==> config.mk <==
export PLATFORM = sky130hd
export DESIGN_NAME = bbox_detect
export DESIGN_NICKNAME = d
export VERILOG_FILES = /design/src/rtl/img_proc_pkg.sv /design/src/rtl/bbox_minmax.sv /design/src/rtl/bbox_detect.sv
export SDC_FILE = /design/constraint.sdc
export NUM_CORES = 1
export LEC_CHECK = 0
export CAP_MARGIN = 25
export CORE_MARGIN = 8
export CORE_UTILIZATION = 53
export DETAILED_ROUTE_END_ITERATION = 10
export PLACE_DENSITY = 0.75
export SYNTH_ARGS = -nofsm -noshare
export SYNTH_HDL_FRONTEND = slang
export SYNTH_HIERARCHICAL = 1
export SYNTH_SLANG_ARGS = --single-unit
==> constraint.sdc <==
create_clock -name video_clk -period 3.14 [get_ports video_clk]
set_clock_uncertainty 0.05 [all_clocks]
set_input_delay 0.785 -clock video_clk [delete_from_list [all_inputs] [get_ports video_clk]]
set_output_delay 0.785 -clock video_clk [all_outputs]
set_load 0.05 [all_outputs]
==> src/rtl/img_proc_pkg.sv <==
// img_proc_pkg
//   Shared types and constants for the binary image-processing chain
//   (binarize -> erode -> dilate -> bbox_detect).
//   - COORD_W / coord_t : pixel coordinate width and type.
//   - bbox_state_e      : bounding-box detector frame state.
//   - BOX_COLOR         : RGB colour used to draw the box border on the overlay.
//   - sat_inc()         : coordinate increment that saturates at a limit.
package img_proc_pkg;

  localparam int COORD_W = 16;
  typedef logic [COORD_W-1:0] coord_t;

  typedef enum logic {
    S_IDLE   = 1'b0,
    S_ACTIVE = 1'b1
  } bbox_state_e;

  localparam logic [23:0] BOX_COLOR = 24'hFF0000;

  // Increment v, holding at lim once reached.
  function automatic coord_t sat_inc(input coord_t v, input coord_t lim);
    return (v >= lim) ? lim : coord_t'(v + coord_t'(1));
  endfunction

endpackage

==> src/rtl/bbox_minmax.sv <==
// bbox_minmax
//   Running minimum/maximum of one coordinate axis over a frame.
//   Ports:
//     video_clk, rst_n : clock, async active-low reset
//     clr              : reload sentinels (min=all ones, max=0)
//     en               : fold coord into the running min/max this cycle
//     coord            : coordinate of the current pixel
//     min_nxt, max_nxt : next-state min/max, i.e. including this cycle's
//                        pixel; lets the parent latch a frame result on the
//                        same cycle as the last pixel.
module bbox_minmax
  import img_proc_pkg::*;
(
  input  logic   video_clk,
  input  logic   rst_n,
  input  logic   clr,
  input  logic   en,
  input  coord_t coord,
  output coord_t min_nxt,
  output coord_t max_nxt
);

  coord_t min_q;
  coord_t max_q;

  always_comb begin
    min_nxt = min_q;
    max_nxt = max_q;
    if (clr) begin
      min_nxt = '1;
      max_nxt = '0;
    end else if (en) begin
      if (coord < min_q) min_nxt = coord;
      if (coord > max_q) max_nxt = coord;
    end
  end

  always_ff @(posedge video_clk or negedge rst_n) begin
    if (!rst_n) begin
      min_q <= '1;
      max_q <= '0;
    end else begin
      min_q <= min_nxt;
      max_q <= max_nxt;
    end
  end

endmodule

==> src/rtl/bbox_detect.sv <==
// bbox_detect
//   Tracks the x/y extent and count of foreground pixels in the cleaned
//   1-bit stream from the dilate stage and latches a bounding box at the end
//   of each complete frame. The stream itself passes through untouched.
//
//   Ports:
//     video_clk, rst_n       : pixel clock, async active-low reset
//     bin_vs, bin_de         : frame sync (high during frame), active-pixel enable
//     bin_data               : pixel, 1 = foreground
//     box_x_min/x_max        : left/right column of latched box
//     box_y_min/y_max        : top/bottom line of latched box
//     pix_cnt                : foreground pixel count of latched frame (saturating)
//     box_valid              : latched frame had pix_cnt >= MIN_PIXELS
//     result_vld             : result strobe (see below)
//   Optional overlay (compile with BBOX_OVERLAY_EN defined):
//     ovl_vs, ovl_de         : bin_vs / bin_de delayed one cycle
//     ovl_data               : BOX_COLOR on the border of the last valid box,
//                              else {24{bin_data}}; aligned with ovl_de
//
//   Handshake: result_vld is a one-cycle strobe with no back-pressure. It is
//   high for exactly the cycle after bin_vs falls at the end of a complete
//   frame; the box_*/pix_cnt/box_valid values are valid while it is high and
//   hold until the next strobe.
module bbox_detect
  import img_proc_pkg::*;
#(
  parameter int IMG_WIDTH  = 1280,
  parameter int IMG_HEIGHT = 720,
  parameter int MIN_PIXELS = 16,
  parameter int CNT_W      = 24
) (
  input  logic             video_clk,
  input  logic             rst_n,
  input  logic             bin_vs,
  input  logic             bin_de,
  input  logic             bin_data,
  output logic [15:0]      box_x_min,
  output logic [15:0]      box_x_max,
  output logic [15:0]      box_y_min,
  output logic [15:0]      box_y_max,
  output logic [CNT_W-1:0] pix_cnt,
  output logic             box_valid,
  output logic             result_vld
`ifdef BBOX_OVERLAY_EN
  ,
  output logic             ovl_vs,
  output logic             ovl_de,
  output logic [23:0]      ovl_data
`endif
);

  localparam coord_t X_LAST = coord_t'(IMG_WIDTH - 1);
  localparam coord_t Y_LAST = coord_t'(IMG_HEIGHT - 1);

  bbox_state_e      state;
  bbox_state_e      state_nxt;
  logic             vs_d;
  logic             de_d;
  logic             armed;
  logic             rise;
  logic             fall;
  logic             clr;
  logic             acc_en;
  logic             latch;
  coord_t           x_q;
  coord_t           y_q;
  logic [CNT_W-1:0] cnt_q;
  logic [CNT_W-1:0] cnt_nxt;
  coord_t           x_min_nxt;
  coord_t           x_max_nxt;
  coord_t           y_min_nxt;
  coord_t           y_max_nxt;

  // armed stays low after reset until bin_vs has been seen low, so a frame
  // already in progress when reset releases is not mistaken for a new frame.
  assign rise = bin_vs & ~vs_d & armed;
  assign fall = ~bin_vs & vs_d;

  always_ff @(posedge video_clk or negedge rst_n) begin
    if (!rst_n) begin
      vs_d  <= 1'b0;
      de_d  <= 1'b0;
      armed <= 1'b0;
      state <= S_IDLE;
    end else begin
      vs_d  <= bin_vs;
      de_d  <= bin_de;
      if (!bin_vs) armed <= 1'b1;
      state <= state_nxt;
    end
  end

  always_comb begin
    state_nxt = state;
    clr       = 1'b0;
    acc_en    = 1'b0;
    latch     = 1'b0;
    case (state)
      S_IDLE: begin
        if (rise) begin
          clr       = 1'b1;
          state_nxt = S_ACTIVE;
        end
      end
      S_ACTIVE: begin
        // The pixel on the fall cycle still belongs to the frame.
        acc_en = bin_de & bin_data;
        if (fall) begin
          latch     = 1'b1;
          state_nxt = S_IDLE;
        end
      end
      default: state_nxt = S_IDLE;
    endcase
  end

  // x is the column of the pixel presented this cycle; y is the line.
  always_ff @(posedge video_clk or negedge rst_n) begin
    if (!rst_n) begin
      x_q <= '0;
      y_q <= '0;
    end else if (clr) begin
      x_q <= '0;
      y_q <= '0;
    end else if (state == S_ACTIVE) begin
      x_q <= bin_de ? sat_inc(x_q, X_LAST) : '0;
      if (de_d && !bin_de) y_q <= sat_inc(y_q, Y_LAST);
    end
  end

  always_comb begin
    cnt_nxt = cnt_q;
    if (clr) cnt_nxt = '0;
    else if (acc_en && (cnt_q != '1)) cnt_nxt = cnt_q + 1'b1;
  end

  always_ff @(posedge video_clk or negedge rst_n) begin
    if (!rst_n) cnt_q <= '0;
    else        cnt_q <= cnt_nxt;
  end

  bbox_minmax u_x_acc (
    .video_clk (video_clk),
    .rst_n     (rst_n),
    .clr       (clr),
    .en        (acc_en),
    .coord     (x_q),
    .min_nxt   (x_min_nxt),
    .max_nxt   (x_max_nxt)
  );

  bbox_minmax u_y_acc (
    .video_clk (video_clk),
    .rst_n     (rst_n),
    .clr       (clr),
    .en        (acc_en),
    .coord     (y_q),
    .min_nxt   (y_min_nxt),
    .max_nxt   (y_max_nxt)
  );

  // Latch uses next-state accumulators so a pixel on the fall cycle counts.
  // An empty frame reports a zero box even when it qualifies as valid,
  // rather than exposing the min/max sentinels.
  always_ff @(posedge video_clk or negedge rst_n) begin
    if (!rst_n) begin
      box_x_min  <= '0;
      box_x_max  <= '0;
      box_y_min  <= '0;
      box_y_max  <= '0;
      pix_cnt    <= '0;
      box_valid  <= 1'b0;
      result_vld <= 1'b0;
    end else begin
      result_vld <= latch;
      if (latch) begin
        pix_cnt <= cnt_nxt;
        if (cnt_nxt >= CNT_W'(MIN_PIXELS)) begin
          box_valid <= 1'b1;
          if (cnt_nxt != '0) begin
            box_x_min <= x_min_nxt;
            box_x_max <= x_max_nxt;
            box_y_min <= y_min_nxt;
            box_y_max <= y_max_nxt;
          end else begin
            box_x_min <= '0;
            box_x_max <= '0;
            box_y_min <= '0;
            box_y_max <= '0;
          end
        end else begin
          box_valid <= 1'b0;
          box_x_min <= '0;
          box_x_max <= '0;
          box_y_min <= '0;
          box_y_max <= '0;
        end
      end
    end
  end

`ifdef BBOX_OVERLAY_EN
  logic on_border;
  logic in_x;
  logic in_y;

  // Border test against the box latched from the previous frame.
  always_comb begin
    in_x      = (x_q >= box_x_min) && (x_q <= box_x_max);
    in_y      = (y_q >= box_y_min) && (y_q <= box_y_max);
    on_border = 1'b0;
    if (box_valid && (state == S_ACTIVE) && bin_de) begin
      on_border = (((x_q == box_x_min) || (x_q == box_x_max)) && in_y) ||
                  (((y_q == box_y_min) || (y_q == box_y_max)) && in_x);
    end
  end

  always_ff @(posedge video_clk or negedge rst_n) begin
    if (!rst_n) begin
      ovl_vs   <= 1'b0;
      ovl_de   <= 1'b0;
      ovl_data <= '0;
    end else begin
      ovl_vs   <= bin_vs;
      ovl_de   <= bin_de;
      ovl_data <= on_border ? BOX_COLOR : {24{bin_data}};
    end
  end
`endif

endmodule

==> results of run 1 <==
[layout make-up]
cell class	instances	area [sq um]	area share, %
clock buffer	34	667	4.65
multi-input combinational	760	5520	38.5
inverter	84	317	2.21
tap	275	344	2.40
timing repair buffer	209	2010	14.0
clock inverter	7	85.1	0.593
sequential	214	5400	37.6
[layer usage]
layer / up-vias / global-route usage [%] / wire (um)
met2: 261 / 36.6 / 13900
met3: 68 / 3.62 / 1530
met4: 0 / 6.99 / 890
met5: - / 0 / 0
met1: 4491 / 27.9 / 12700
li1: 4312 / - / -
[cells by family (layout without fill, tap and decap cells)]
group           count (synthesis)  after routing
compound gates                280            280
mux                           105            105
fa+ha+maj                      65             65
buf+inv                       145            334
simple gates                  295            295
flops                         214            214
xor+xnor                       15             15
[critical path, cell delays in order]
cell           delay, ps
dlygate4sd2_1        260
nand3_4              130
or4b_4               620
a211oi_2             240
mux2i_1              270
o2111ai_1            160
nor4_2               220
buf_4                180
buf_12               120
bufbuf_16            270
a21oi_1               70
[worst paths after layout]
check / cells past startpoint / slack, ps / end
min in group video_clk: 1 / 420 / armed
max reg2reg: 11 / 140 / box_y_min[6]
min reg2reg: 1 / 420 / armed
max in group asynchronous: 2 / 1940 / u_y_acc/min_q[14]
min: 1 / 270 / pix_cnt[4]
max: 11 / 130 / box_x_max[11]
[cell usage after synthesis (32+ instances only)]
| cell type | number | area share [%] |
|---|---|---|
| a31oi_1 | 35 | 1.9 |
| ha_1 | 65 | 7.2 |
| dfstp_2 | 32 | 7.4 |
| nand2_1 | 61 | 2.0 |
| mux2i_1 | 105 | 9.3 |
| nor2_1 | 41 | 1.4 |
| inv_1 | 84 | 2.8 |
| dfrtp_1 | 182 | 40 |
| clkbuf_1 | 39 | 1.3 |
| nand2b_1 | 70 | 3.9 |
| o21ai_0 | 72 | 3.2 |
| a21oi_1 | 105 | 4.6 |
[metrics by stage]
stage,util [%],setup slack (ps),instance area [sq um]
after floorplan,-,13.5,11300
after global placement,62.8,-727,13200
after detailed placement,62.8,-709,13200
after CTS,67.7,21.0,14200
after global routing,68.2,-43.1,14300
final,68.2,134,14300
[where the power goes]
part / leakage [nW] / total, mW / internal [mW] / switching (mW)
sequential: 2.81 / 3.62 / 3.30 / 0.321
clock: 0.374 / 2.70 / 1.63 / 1.07
combinational: 3.88 / 2.99 / 1.07 / 1.92
[registers in the layout (all words and copies together), names as in the netlist, 16 cells and up]
signal,flops
pix_cnt,24
u_x_acc/max_q,16
x_q,16
box_y_min,16
box_x_max,16
u_y_acc/min_q,16
u_y_acc/max_q,16
cnt_q,24
u_x_acc/min_q,16
box_x_min,16
y_q,16
box_y_max,16
[timing repair]
action / 4_1_cts / 5_1_grt
endpoints found under the setup margin: 65 / 65
gates cloned: 2 / 1
gates resized for setup: 32 / 16
pin swaps: 6 / 10
buffers inserted: 6 / 5
==> impl.org, run 1 <==
** Outcome
- The run finished with clean final reports.

** STA
- After routing, the total negative slack on setup checks comes to 0 ps.
- Min Clock Period, post-route :: 3010 ps
- Final number of max-transition violations :: 0
- Based on the critical path, the design can be clocked at up to 333 MHz.
- WHS :: 274 ps
- Unrepaired setup endpoints after global routing :: true
- Final hold vios :: 0
- Transition time at the pin with the least slew margin :: 777 ps
- Period Utilization, post-route :: between 90% and 100%
- Measured against its own limit, the worst slew margin works out to 48.2%.
- # setup viols final :: 0

** Clock network
- Clock-pin slew was measured on the worst setup and hold paths at 60 ps.
- After clock tree synthesis, the flow added hold-fix buffers numbering 0.
- The root buffer cell chosen for the clock tree is clkbuf_16.
- Number of clock buffers inserted by TritonCTS :: 23
- CTS saw 214 sinks.
- At the later pin of the worst-skew pair, clock insertion delay measures 510 ps.
- In this run the number of H-tree levels came out at 1.
- The clock passes through at most 3 buffers.
- TritonCTS built the clock tree.

** Yosys
- After synthesis the cells add up to 11300 sq um.
- Of the post-synthesis cell area, the part taken by muxes is slightly above 9%.
- After Yosys synthesis, full adders, half adders and majority gates account for 7.17% of the synthesized area.
- Yosys warns :: 6
- Main combinational cell family by area after synthesis :: compound AO/OA/AOI/OAI gates
- The synthesized netlist devotes 1.16% of its cell area to XOR and XNOR gates.
- Summing the areas of all compound-gate instances in the mapped netlist gives 15.2% of the synthesized area.
- Synth async-reset ratio :: 100%
- Sequential cells were found to cover 47.6% of the synthesized design area.
- Syn_nets :: 1189
- Number of instances in the synthesized netlist :: 1119
- After Yosys synthesis, and, or, nand and nor cells account for 14.3% of the synthesized area.
- Mean post-synth cell area :: slightly above 10 sq um
- Number of flip-flops and latches in the synthesized netlist :: 214
- Most used flip-flop cell after synthesis :: dfrtp_1
- Number of distinct library cells after synthesis :: 55
- Counting flops with a built-in enable in the synthesized netlist gives 0.

** Die
- The die is 162 um wide.
- Total core area :: 21000 sq um
- The floorplan step defined a die boundary enclosing approximately 26000 sq um.
- Row generation in the floorplan step produced 53 rows.
- Once the floorplan was initialized, standard cells occupied 53.9% of the core.
- Number of ports placed on the die boundary :: between 90 and 100
- Measured along the y axis, the die boundary spans 162 um.

** Place
- At the end of routability-driven placement, the weighted congestion stood at 0.888.
- Input and output buffers added on the ports amount to 94.
- Detailed placer's ending HPWL :: 19600 um
- Counting tap cells, the placed design contains a total of approximately 1500 instances.

** Route
- Across all layers, the routed design uses 9132 vias.
- Number of vias per cell :: 5.77
- In this run the remaining antenna-violating nets after routing total 0.
- First-pass iteration count of the detailed router :: 5
- Average wire length per cell after detail routing :: 18.3 um
- DRT Wirelength :: 29000 um
- After the first detailed-routing iteration, the DRC count stood at 652.
- After detailed routing, the number of remaining DRC violations is 0.

** GRT
- The initial antenna violation count is 0.
- Entering global routing, the biggest net connects 112 pins.
- Vias in the first global route :: between 9000 and 10000
- Leftover overflow at the end of global routing :: 0
- Global routing used ~22% of the available tracks across all layers.
- The first global-routing pass estimated 47200 um of wire.

** Worst setup path
- For the worst setup path, the data required time is 3470 ps.
- In this run the worst path has a maximum fanout of 11.
- Crit. Startpoint :: bin_de
- Startpoint of the worst register-to-register path :: cnt_q[17]
- Endpoint arrival time on the critical path :: 3340 ps
- Launching element type of the critical path :: input pin
- The worst setup path is captured at a flip-flop.
- The critical path in this run is classified as input pin to flip-flop.

** Cells and area
- Commonest non-fill, non-tap cell in the layout :: dfrtp_1
- Final Net Count :: about 1400
- 0 antenna diodes ended up in the layout.
- The count of cells in the finished layout, fillers not included, comes to 1583.
- Synth-to-Final Area Change :: 26.4%
- Share of post-route cells with drive strength above 1 :: about 18%
- Number of filler instances in the final layout :: between 1500 and 2000
- Most used cells in the layout excluding fill and tap cells :: 182 x dfrtp_1, 104 x mux2i_1, 98 x buf_4, 90 x clkdlybuf4s50_1, 88 x a21oi_1

** Pwr
- The design draws 9.31 mW.
- In this run the power density over the cells is 649 nW/um^2.
- Total leakage power :: roughly 7.1 nW
- Worst vdd rail ir drop :: 637 uV

** Hold path
- Class of the worst hold path :: input pin to async pin

** Run
- The tool flagged a number of max-cap violations equal to 0.
(Power assumes the default switching activity.)
==> run 2, diff against run 1 <==
Settings changed: SYNTH_HIERARCHICAL 1 to default.
==> impl.org, run 2 <==
** Place
- The number of buffers added on ports came to 94 (unchanged).
- Detailed placer's ending HPWL :: 20400 um (+4.6%)
- The cell area after placement is 12900 sq um (-2.2%).
- Placed cells :: 1546 (+1.2%)
- The routability congestion estimate was 0.951 (+7.1%).

** Route
- DR vias :: 9239 (+1.2%)
- The per-cell routed wire length came to 18.3 um (about the same).
- Number of vias per cell :: 5.76 (about the same)
- Drt first-iter violations :: 546 (-16%)
- DRT Wirelength :: 29400 um (+1.3%)
- The first-pass iteration count of the detailed router was 5 (unchanged).
- Remaining DRCs :: 0 (unchanged)
- The post-detailed-route count of antenna-violating nets came to 0 (unchanged).

** Hold path
- In this run the worst hold path is classified as input pin to async pin.

** Worst setup path
- Crit-path slowest cell :: nor4_4
- The endpoint arrival time on the critical path was 3370 ps (+30 ps).
- The largest incremental delay on the critical path is 400 ps (-220 ps).
- Critical path endpoint category :: flip-flop
- Worst R2R End :: box_x_min[9]
- Minimum setup slack among reg-to-reg paths :: 80 ps (-60 ps)
- Data required time of the worst path :: 3450 ps (-20 ps)
- Startpoint of the worst register-to-register path :: cnt_q[20]
- Logic depth of the worst register-to-register path :: 12 (+1)
- By startpoint and endpoint, the worst setup path is classified as flip-flop to flip-flop.
- Crit path cell chain :: nand4_1 > buf_4 > nor4_4 > buf_4 > nor4_4 > mux2i_1 > inv_1 > nor4_2 > nor4b_4 > buf_6 > clkbuf_16 > a211oi_1
- Launching element type of the critical path :: flip-flop
- Max FO, Critical Path :: 7 (-4)

** Clock network
- The number of sinks handled by clock tree synthesis came to 214 (unchanged).
- Number of clock buffers inserted by TritonCTS :: 23 (unchanged)
- Buffer cell driving the clock tree root :: clkbuf_16
- Deepest level of the CTS H-tree :: 1 (unchanged)
- The hold buffer count at CTS is 0 (unchanged).
- The clock transition at the registers of the reported paths is 60 ps (about the same).
- Clock network latency to the later pin of the worst-skew pair :: 510 ps (about the same)
- The maximum count of clock buffers along a single path is 3 (unchanged).
- Clock tree from TritonCTS :: built

** STA
- # setup viols final :: 0 (unchanged)
- The hold violation count in the final report was 0 (unchanged).
- The final clock period utilization by the worst path is 97.3% (+1.6 points).
- The number of pins exceeding their max-slew limit in the final report is 0 (unchanged).
- Setup total negative slack :: 0 ps (unchanged)
- WHS :: 232 ps (-42.0 ps)
- The slew at the pin closest to its max-slew limit was 623 ps (-154 ps).
- The tightest slew margin relative to the limit is 58.4% (+10 points).
- F_max :: 327 MHz (-1.6%)
- Min Clock Period, post-route :: 3060 ps (+50.4 ps)

** Yosys
- Mean post-synth cell area :: 9.68 sq um (-4.4%)
- Number of flip-flops and latches in the synthesized netlist :: 214 (unchanged)
- Most used flip-flop cell after synthesis :: dfrtp_1
- Yosys warns :: 0 (-6)
- Number of instances in the synthesized netlist :: 1144 (+2.2%)
- Area share of the largest cell type after synthesis :: 41.1% (+0.94 points)
- Synth async-reset ratio :: 100% (unchanged)
- Netlist Area Pre-Place :: 11100 sq um (-2.3%)
- The proportion of synthesized chip area in sequential cells came to 48.7% (+1.1 points).
- Leading post-synthesis cells by cell area :: dfrtp_1 41%, dfstp_2 7.6%, ha_1 7.3%
- Syn_nets :: 1214 (+2.1%)
- Cell with the most instances after synthesis :: dfrtp_1
- Number of enable flip-flop cells after synthesis :: 0 (unchanged)
- Summed over all instances, the cell type with the most area after synthesis is dfrtp_1.
- Number of distinct library cells after synthesis :: 56 (+1.8%)
- By count the netlist is led by 182 x dfrtp_1, 122 x nand2_1, 118 x nor2_1, 77 x inv_1, 65 x ha_1.

** Cells and area
- The antenna diode instance count came to 0 (unchanged).
- Biggest regs :: cnt_q: 24 flops, pix_cnt: 24 flops
- The library cell used most frequently in the layout, excluding fill and tap cells, is dfrtp_1.
- Most used cells in the layout excluding fill and tap cells :: 180 x dfrtp_1, 121 x nand2_1, 118 x nor2_1, 100 x buf_4, 90 x clkdlybuf4s50_1
- The fraction of the core area covered by cells at the end of the flow was 68.0% (-0.23 points).
- The layout net count is 1381 (+1.4%).
- The area growth from synthesis to layout is 27.3%.
- Share of post-route cells with drive strength above 1 :: 16.9% (-0.79 points)
- Post-Layout Inst Area :: 14100 sq um (-1.6%)
- The final standard cell count with taps included and fillers excluded came to 1603 (+1.3%).

** GRT
- Pin count of the biggest net entering global routing :: 70 (-38%)
- The aggregate global-route resource usage came to 21.9% (+0.23 points).
- Leftover overflow at the end of global routing :: 0 (unchanged)
- Antenna violations before repair :: 0 (unchanged)
- Vias in the first global route :: 9041 (-0.71%)
- First-pass GRT wire length :: 47200 um (unchanged)

** Die
- The area of the core is 20800 sq um (-1.3%).
- Total number of placement rows :: 53 (unchanged)
- The overall die height is 161 um (-1.0%).
- The number of top-level pins came to 95 (unchanged).
- The area enclosed by the die boundary was 25800 sq um (-2.1%).
- Starting Density :: 53.4% (-0.56 points)
- The horizontal extent of the die was 161 um (-1.0%).

** Pwr
- The areal power density over the cells came to 623 nW/um^2 (-4.1%).
- The worst supply voltage drop on vdd is 674 uV (+5.8%).
- Total leakage power :: 6.73 nW (-4.7%)

** Run
- Max-cap violation count :: 0 (unchanged)

** Outcome
- Status :: completed
==> run 2: cell types whose count changed after synthesis, sizes merged, moves of 19 or more <==
cell and change:
a31oi -31, nand2b -68, a21oi -74, mux2i -54
nor2 +77, o21ai -19, a211oi +48, nand2 +61
nor3 +39
==> run 2: critical path, delay by kind of cell, from the launching register on <==
family | cells | cell delay, ps
multiplexers | 1 | 260
AND/OR/NAND/NOR | 5 | 1260
buffers and inverters | 5 | 910
AO/OA/AOI/OAI | 1 | 50
flip-flops | 1 | 390
==> run 2: worst max path at each step <==
stage | from | end | slack, ps
global route | cnt_q[20] | box_x_min[9] | -40
CTS | bin_data | box_y_min[4] | 30
floorplan | bin_data | box_y_min[4] | 20
finish | cnt_q[20] | box_x_min[9] | 80
global placement | bin_de | box_x_min[7] | -640
detailed placement | bin_de | box_y_min[12] | -700
==> run 2: report_power, final <==
| group | total (mW) | internal (mW) | switching [mW] |
|---|---|---|---|
| registers | 3.38 | 3.16 | 0.224 |
| clock network | 3.08 | 1.96 | 1.12 |
| logic | 2.32 | 0.796 | 1.52 |
| total | 8.79 | 5.92 | 2.87 |
==> run 2: final cells by class <==
| class | count | area, sq um |
|---|---|---|
| fillers | 1625 | 6650 |
| clock inverters | 11 | 215 |
| multi-input cells | 789 | 5290 |
| clock buffers | 31 | 656 |
| well taps | 275 | 344 |
| inverters | 77 | 292 |
| repair buffers | 206 | 1920 |
| flip-flops and latches | 214 | 5400 |
==> run 2: what timing repair did <==
action,CTS,global route
gates resized for setup,8,31
pin swaps,2,12
buffers inserted,1,10
cloned,0,4
endpoints found under the setup margin,65,65
==> run 2: cell families after synthesis <==
family | share of synthesized area, %
AND/OR/NAND/NOR | 16.7
AO/OA/AOI/OAI | 15.9
flip-flops | 48.7
buffers and inverters | 5.26
adder cells (fa/ha/maj) | 7.34
multiplexers | 4.61
XOR/XNOR | 1.50
==> run 2: per-stage QoR <==
step	worst slack, ps	total power [mW]
after floorplan	24.1	4.88
after global placement	-640	5.65
after detailed placement	-696	5.71
after CTS	32.1	8.81
after global routing	-35.9	9.15
final	83.7	8.79
==> run 2: per-layer routing <==
metal / part of all wire (%) / global-route usage (%)
met1: 44 / 29.8
met2: 47 / 35.6
met3: 5.7 / 3.30
met4: 2.6 / 7.05
met5: 0 / 0
==> run 3, diff against run 2 <==
Settings changed: ABC_AREA from default to 1.
==> impl.org, run 3 <==
** Cells and area
- Biggest regs :: cnt_q: 24 flops, pix_cnt: 24 flops
- The share of layout cells above drive strength 1 is 10.2% (-6.8 points).
- The layout net count was 1691 (+22%).
- The antenna diode instance count is 0 (unchanged).
- Synth-to-Final Area Change :: 21.0%
- The final standard cell count with taps included and fillers excluded came to 1919 (+20%).
- Most used cells in the layout excluding fill and tap cells :: 322 x nand2_1, 241 x inv_1, 182 x dfrtp_1, 168 x nor2_1, 140 x nand3_1
- The library cell used most frequently in the layout, excluding fill and tap cells, is nand2_1.

** Run
- The number of max-cap violations was 0 (unchanged).

** Worst setup path
- Critical path class :: flip-flop to flip-flop
- The slowest stage of the critical path belongs to the cell dfrtp_1.
- Data required time of the worst path :: 3490 ps (+40 ps)
- The highest fanout seen on the critical path is 14 (+7).
- Cell with the most instances on the worst path :: nand2_1
- Endpoint arrival time on the critical path :: 3120 ps (-250 ps)
- Biggest cell delay along the critical path :: 400 ps (about the same)
- The worst setup path is captured at a flip-flop.
- Minimum setup slack among reg-to-reg paths :: 380 ps (+290 ps)
- Worst R2R End :: box_y_max[10]
- The path depth of the worst reg2reg path was 18 (+6).
- Startpoint of the worst register-to-register path :: cnt_q[0]
- The worst setup path is launched from a flip-flop.
- Crit path cell chain :: ha_1 > buf_4 > nand3_1 > nor2_1 > nand3_1 > nand2_1 > nand2_1 > nand2_1 > nand2_1 > nand2_1 > nand2_1 > nor2_1 > nand2_1 > nor2_1 > nand2_1 > nand2_2 > buf_4 > o21bai_1

** Yosys
- The proportion of synthesized chip area in sequential cells came to 46.0% (-2.7 points).
- Cell with the most instances after synthesis :: nand2_1
- Number of distinct library cells after synthesis :: 40 (-29%)
- The post-synthesis instance area is 11700 sq um (+5.8%).
- Leading post-synthesis cells by cell area :: dfrtp_1 39%, nand2_1 10%, inv_1 7.7%
- The number of enable-type register cells in the synthesized netlist was 0 (unchanged).
- Counting instances in the post-synthesis netlist gives the leading cell types as 323 x nand2_1, 241 x inv_1, 182 x dfrtp_1, 168 x nor2_1, 140 x nand3_1.
- The fraction of synthesized cell area taken by the top area cell type came to 38.9% (-2.2 points).
- Yosys warns :: 0 (unchanged)
- Mean post-synth cell area :: 7.86 sq um (-19%)
- Syn_nets :: 1560 (+29%)
- Library cell occupying the most area in the post-synthesis netlist :: dfrtp_1
- The most used flip-flop cell after synthesis is dfrtp_1.
- The share of synthesized registers carrying an async set or reset is 100% (unchanged).
- The number of storage elements in the synthesis netlist was 214 (unchanged).
- Number of instances in the synthesized netlist :: 1490 (+30%)

** Route
- DRT Wirelength :: 29400 um (+0.14%)
- Remaining DRCs :: 0 (unchanged)
- The violation count after the first detailed-route iteration came to 776 (+42%).
- The vias per cell was 5.32 (-7.7%).
- Number of routed nets with antenna violations :: 0 (unchanged)
- The per-cell routed wire length is 15.3 um (-16%).
- First-pass iteration count of the detailed router :: 7 (+2)
- DR vias :: 10200 (+11%)

** STA
- Final hold vios :: 0 (unchanged)
- The final period demand of the worst path came to 2760 ps (-292 ps).
- Period Utilization, post-route :: 88.0% (-9.3 points)
- Transition time at the pin with the least slew margin :: 591 ps (-32.9 ps)
- Final number of max-transition violations :: 0 (unchanged)
- # setup viols final :: 0 (unchanged)
- The tightest slew margin relative to the limit was 60.5% (+2.0 points).
- The fmax was 362 MHz (+11%).
- Setup total negative slack :: 0 ps (unchanged)
- Setup repair after global routing left no endpoint under its margin.

** Pwr
- The areal power density over the cells came to 878 nW/um^2 (+41%).
- Total leakage power :: 7.25 nW (+7.6%)
- The worst supply voltage drop on vdd is 645 uV (-4.3%).

** Clock network
- Deepest level of the CTS H-tree :: 1 (unchanged)
- The number of sinks handled by clock tree synthesis was 214 (unchanged).
- The total CTS buffers is 24 (+4.3%).
- Clock network latency to the later pin of the worst-skew pair :: 540 ps (+30 ps)
- Number of instances resized during post-cts repair :: 0 (-8)
- The clock transition at the registers of the reported paths came to 60 ps (about the same).
- The hold buffer count at CTS came to 0 (unchanged).
- The setup fix buffers added after clock tree synthesis was 0 (-1).
- Clock tree from TritonCTS :: built
- The maximum count of clock buffers along a single path was 3 (unchanged).
- Buffer cell driving the clock tree root :: clkbuf_16

** GRT
- Vias in the first global route :: 10100 (+12%)
- First-pass GRT wire length :: 49300 um (+4.4%)
- The initial antenna violation count was 0 (unchanged).
- The maximum number of pins on one net before global-route repair was 63 (-10%).
- The aggregate global-route resource usage is 22.0% (+0.045 points).
- The global-route congestion overflow total came to 0 (unchanged).

** Die
- The area enclosed by the die boundary was 27100 sq um (+5.2%).
- The number of top-level pins came to 95 (unchanged).
- The overall die height was 165 um (+2.6%).
- The total number of placement rows was 54 (+1.9%).
- Total core area :: 21800 sq um (+4.8%)
- The horizontal extent of the die is 165 um (+2.6%).
- The initial core utilization came to 53.9% (+0.48 points).

** Place
- The number of buffers added on ports is 94 (unchanged).
- The routability congestion estimate came to 0.875 (-7.9%).
- Detailed placer's ending HPWL :: 20600 um (+0.88%)
- Placed cells :: 1875 (+21%)

** Hold path
- The min-delay analysis places its worst path in the category input pin to async pin.

** Outcome
- The run finished with clean final reports.
==> run 3: cell families (layout without fill, tap and decap cells) <==
family / count (synthesis) / after routing / synth area share [%]
AOI/OAI and AO/OA: 217 / 217 / 11.2
buffers and inverters: 302 / 451 / 10.2
and+or+nand+nor: 681 / 681 / 24.7
DFF: 214 / 214 / 46.0
adders and majority gates: 65 / 65 / 6.94
xor gates and xnor gates: 11 / 11 / 0.822
==> run 3: stage by stage <==
step                      setup WS, ps  utilization [%]  instance area [sq um]  power, mW  hold WS, ps
after detailed placement          17.4             61.4                  13400       9.63          420
after floorplan                    529                -                  11700       7.76          377
after global placement            27.5             61.4                  13400       9.51          389
after CTS                          390             65.1                  14200       12.5          189
after global routing               115             65.1                  14200       13.2          208
final                              376             65.1                  14200       12.4          178
==> run 3: final cells by class <==
| cell class | instances | area (sq um) |
|---|---|---|
| Timing Repair Buffer | 163 | 1560 |
| Inverter | 244 | 916 |
| Fill cell | 1841 | 7580 |
| Sequential cell | 214 | 5400 |
| Clock inverter | 6 | 82.6 |
| Tap cell | 280 | 350 |
| Multi-Input combinational cell | 974 | 5140 |
| Clock buffer | 38 | 723 |
==> run 3: per-layer routing <==
| layer | global-route usage [%] | part of all wire (%) | wire length [um] |
|---|---|---|---|
| met1 | 27.8 | 43 | 12800 |
| met2 | 37.8 | 49 | 14400 |
| met3 | 3.34 | 5.0 | 1460 |
| met4 | 7.53 | 3.0 | 870 |
| met5 | 0 | 0 | 0 |
==> run 3: worst max-delay path, delay by kind of cell, from the launching register on <==
| kind | cells | cell delay (ps) |
|---|---|---|
| buf+inv | 2 | 360 |
| simple gates | 14 | 1520 |
| compound gates | 1 | 100 |
| fa+ha+maj | 1 | 200 |
| flops | 1 | 400 |
==> run 3: worst max path at each step <==
stage / slack, ps / to / startpoint
2_1_floorplan: 530 / box_x_max[0] / bin_de
3_3_place_gp: 30 / box_y_min[6] / bin_vs
3_5_place_dp: 20 / box_y_min[9] / bin_vs
4_1_cts: 390 / box_y_max[10] / cnt_q[0]
5_1_grt: 120 / box_y_max[10] / cnt_q[0]
6_report: 380 / box_y_max[10] / cnt_q[0]
==> run 3: where the power goes <==
part           leakage [nW]  switching (mW)  internal, mW
Clock                 0.392            1.16          1.67
Combinational          4.09            3.56          1.90
Sequential             2.76           0.515          3.62
Total                  7.25            5.24          7.20
==> edit 1: new RTL, flow settings as in run 2 <==
Set the parameter `CNT_W` to 32 (it was 24).
--- a/src/rtl/bbox_detect.sv
+++ b/src/rtl/bbox_detect.sv
@@ -27,7 +27,7 @@
   parameter int IMG_WIDTH  = 1280,
   parameter int IMG_HEIGHT = 720,
   parameter int MIN_PIXELS = 16,
-  parameter int CNT_W      = 24
+  parameter int CNT_W      = 32
 ) (
   input  logic             video_clk,
   input  logic             rst_n,
Ports: changed (resized pix_cnt); port bits go from 95 to 103. The function was not compared with the original's and may differ.
==> edit 1 against run 2 <==
Critical endpoint is now box_y_min[1]. Final area grew 7.1%. Die area increased by 3.6%. Area after synthesis grew 4.0%. The run now ends with negative setup slack left. Power increased by 5.6%. Largest power group unchanged. Wire length is 9.2% higher. Cell count rose by 4.4%. Setup slack worse by 0.17 ns. Clock power barely moved. Sequential share of layout area increased by 0.091 points. Sequential cell count rose by 16.
==> edit 1: results (changes against run 2) <==
- Crit path launch type: flip-flop
- IO buf count: 102 (+8.5%)
- VDD IR max: 0.000436 V (-35%)
- CP arrival: 3.55 ns (+0.18 ns)
- Slowest cell on crit path: or4_4
- Routed vias/inst: 5.71 (-1.0%)
- FF-to-FF Start: cnt_q[0]
- Dpl hpwl: 21.3 mm (+4.3%)
- Vias in the first global route: 9,516 (+5.3%)
- Yosys warns: 0 (unchanged)
- Clock buffer count from CTS: 24 (+4.3%)
- Post-Place Worst Slack: -0.976 ns (-0.280 ns)
- Violated checks: negative setup slack
- Hold crit path type: primary input to async pin
- Worst-Skew Late Latency: 0.52 ns
- Fill count: 1,589 (-2.2%)
- Regs by FF count: cnt_q (32), pix_cnt (32)
- First-pass GRT wire length: 49.5 mm (+4.9%)
- Synth async-reset ratio: 100% (unchanged)
- Total Negative Setup Slacks: -4.30 ns (-4.30 ns)
- Max incr delay on CP: 0.55 ns (+0.15 ns)
- Slew @ Worst Pin: 0.752 ns (+0.129 ns)
- Starting DRT DRC Count: 592 (+8.4%)
- Sw Pwr: 3100 uW (+7.8%)
- Initial DRT Pass Iterations: 7 (+2)
- Mapped Nets: 1,231 (+1.4%)
- Sequential fraction of the synthesis area: 50.3% (+1.6 points)
- Status: finished, violations left
- Most frequent cells after synthesis: dfrtp_1, nor2_1, nand2_1, inv_1, a211oi_1
- Placed Area: 13,800 sq um (+6.5%)
- Critical-path maximum fanout: 8 (+1)
- Final setup viols: 65 (+65)
- Final worst slack: -0.0895 ns (-0.173 ns)
- Gpl congestion: 0.921 (-3.1%)
- Final Net Count: 1,446 (+4.7%)
- Pin count of the biggest net entering global routing: 147 (+110%)
- Final core utilization: 70.1% (+2.2 points)
- Fraction of layout cells with a size suffix above 1: 21.3% (+4.4 points)
- Top cells by area, synth: dfrtp_1, dfstp_2, ha_1
- Distinct cells, synth: 54 (-3.6%)
- Leak: 0.00730 uW (+8.4%)
- GR Util All Layers: 22.7% (+0.72 points)
- Drt wl/cell: 19.2 um (+4.6%)
## edit 1: cell count changes after synthesis, sizes merged, moves of 21 or more
cell | run 2 | this run
a211oi | 54 | 75
mux2i | 51 | 74
nor2 | 118 | 144
nor3 | 45 | 12
## edit 1: layout make-up
type / instances / area share, %
Timing Repair Buffer: 250 / 15.2
Inverter: 76 / 1.90
Tap cell: 280 / 2.32
Clock buffer: 36 / 4.74
Clock inverter: 8 / 0.927
Sequential cell: 230 / 38.3
Multi-Input combinational cell: 794 / 36.5
## edit 1: worst paths after layout
check,endpoint,slack (ns),cells after the start
max in group asynchronous,u_y_acc.min_q[14],2.07,2
setup reg to reg,box_y_min[1],-0.09,12
setup / recovery,box_y_min[1],-0.09,12
hold reg to reg,armed,0.42,1
hold / removal,box_y_max[10],0.14,1
min in group video_clk,armed,0.42,1
## edit 1: repair_timing
action / CTS / global route
pin swaps: 4 / 34
resized for setup: 35 / 31
gates cloned: 0 / 6
endpoints found under the setup margin: 65 / 65
buffers inserted: 2 / 9
hold buffers: 0 / 0
## edit 1: cell families (layout without fill, tap and decap cells)
family,Yosys count,after routing,share of synthesized area (%)
mux,78,78,6.82
flops,230,230,50.3
simple gates,410,410,16.3
fa+ha+maj,65,65,7.06
xor+xnor,18,18,1.37
buf+inv,137,370,4.86
compound gates,223,223,13.3
## edit 1: through the flow
stage	total power (uW)	std cells
finish	9280	1674
global route	9650	1674
CTS	9260	1658
detailed placement	6100	1612
global placement	6030	1612
floorplan	5200	1161
## edit 1: power groups by stage
stage	Combinational [uW]	Clock, uW	Sequential, uW
after floorplan	711	0	4490
after global placement	2400	0	3640
after detailed placement	2450	0	3650
after CTS	2530	3110	3610
after global routing	2760	3230	3660
final	2590	3070	3620
## edit 1: per-layer routing
layer	GRT usage (%)	part of all wire, %	wire length (um)
met2	36.8	48	15300
met5	0	0	0
met3	3.68	5.7	1840
met4	8.68	3.4	1100
met1	30.0	43	13800
## edit 1: worst max-delay path: cells and delay by family, from the launching register on
kind / cells / cell delay [ns]
mux: 1 / 0.25
fa+ha+maj: 1 / 0.17
flops: 1 / 0.43
buf+inv: 3 / 0.62
compound gates: 1 / 0.06
simple gates: 6 / 1.49
==> edit 2: new RTL, settings of run 2 <==
Without the edit above. Register the output `pix_cnt` once more, cleared by the reset; this adds one clock of latency there. The other outputs are not delayed to match.
--- a/src/rtl/bbox_detect.sv
+++ b/src/rtl/bbox_detect.sv
@@ -52,6 +52,8 @@
   localparam coord_t X_LAST = coord_t'(IMG_WIDTH - 1);
   localparam coord_t Y_LAST = coord_t'(IMG_HEIGHT - 1);
 
+  logic [CNT_W-1:0] pix_cnt_s0;
+
   bbox_state_e      state;
   bbox_state_e      state_nxt;
   logic             vs_d;
@@ -168,13 +170,13 @@
       box_x_max  <= '0;
       box_y_min  <= '0;
       box_y_max  <= '0;
-      pix_cnt    <= '0;
+      pix_cnt_s0 <= '0;
       box_valid  <= 1'b0;
       result_vld <= 1'b0;
     end else begin
       result_vld <= latch;
       if (latch) begin
-        pix_cnt <= cnt_nxt;
+        pix_cnt_s0 <= cnt_nxt;
         if (cnt_nxt >= CNT_W'(MIN_PIXELS)) begin
           box_valid <= 1'b1;
           if (cnt_nxt != '0) begin
@@ -228,5 +230,13 @@
   end
 `endif
 
+  always_ff @(posedge video_clk or negedge rst_n) begin
+    if (!rst_n) begin
+      pix_cnt <= '0;
+    end else begin
+      pix_cnt <= pix_cnt_s0;
+    end
+  end
+
 endmodule
 
Check against the original RTL: not equivalent (a bounded check fails within 4 cycles, from zero or initial values and one cycle with rst_n low).
==> edit 2 against run 2 <==
Power is 3.3% higher. Sequential power is 10% higher. Cell count is 1.2% higher. Sequential cell count is 24 higher. Setup slack better by 0.024 ns. Synthesized cell count is 2.1% higher. Wire length is 0.90% higher. Die area is 4.7% higher. Area after synthesis is 5.2% higher. Final area is 3.3% higher. Critical path type unchanged. Critical endpoint is now box_x_min[0].
==> edit 2: results (changes against run 2) <==
- Distinct cells, synth: 55 (-1.8%)
- Clk cell area share: 5.80% (-0.37 points)
- Switching Fraction: 33.0% (+0.38 points)
- Dpl hpwl: 20.0 mm (-2.1%)
- Most frequent cells after synthesis: dfrtp_1, nand2_1, nor2_1, inv_1, ha_1
- Worst-Skew Late Latency: 0.53 ns (+0.02 ns)
- Bufs w/o clock: 194 (-5.8%)
- Sequential fraction of the synthesis area: 51.4% (+2.7 points)
- Leak: 0.00699 uW (+3.7%)
- Top cells by area, synth: dfrtp_1, dfstp_2, ha_1
- Routed vias/inst: 5.80 (+0.69%)
- Starting DRT DRC Count: 711 (+30%)
- XOR/XNOR Fraction of Synth Area: 1.43% (-0.075 points)
- Mux share of post-synthesis cell area: 4.38% (-0.23 points)
- Wirelength, routed: 29.7 mm (+0.90%)
- DR WL met3: 1.77 mm (+5.7%)
- Reg area: 6000 sq um (+11%)
- Met2 WL post-DR: 14.3 mm (+2.4%)
- Final Net Count: 1,394 (+0.94%)
- Mapped Nets: 1,238 (+2.0%)
- Max incr delay on CP: 0.54 ns (+0.14 ns)
- Post-synthesis compound-gate area fraction: 14.9% (-0.96 points)
- M1 WL: 13.0 mm (-0.50%)
- Clock Power: 3030 uW (-2%)
- Status: finished, final reports clean
- M1 GR Usage: 29.9% (+0.14 points)
- TritonCTS Sinks: 238 (+11%)
- Fill count: 1,680 (+3.4%)
- Regs by FF count: cnt_q (24), pix_cnt (24), pix_cnt_s0 (24)
- Post-Place Worst Slack: -0.898 ns (-0.201 ns)
- Worst slew margin: 56.0% (-2.4 points)
- Critical-path maximum fanout: 15 (+8)
- Core Footprint: 21,700 sq um (+4.5%)
- Signal buf overhead: 12.4% (-1.2 points)
edit 2: timing repair:
action / 4_1_cts / 5_1_grt
setup buffers: 1 / 9
pin swaps: 3 / 12
resized for setup: 11 / 38
setup endpoints to repair: 65 / 65
hold buffers: 0 / 0
cloned: 1 / 0
edit 2: worst paths after layout:
kind | from | to | slack [ns] | cells after the start
setup / recovery | cnt_q[1] | box_x_min[0] | 0.11 | 13
hold / removal | rst_n | pix_cnt[9] | 0.18 | 1
hold reg to reg | pix_cnt_s0[21] | pix_cnt[21] | 0.32 | 0
max in group asynchronous | rst_n | u_x_acc.min_q[8] | 2.06 | 2
setup reg to reg | cnt_q[1] | box_x_min[0] | 0.11 | 13
min in group video_clk | pix_cnt_s0[21] | pix_cnt[21] | 0.32 | 0
edit 2: metrics by stage:
step / cells / total power [uW]
after floorplan: 1168 / 5200
after global placement: 1566 / 6000
after detailed placement: 1566 / 6040
after CTS: 1613 / 9110
after global routing: 1622 / 9480
final: 1622 / 9070
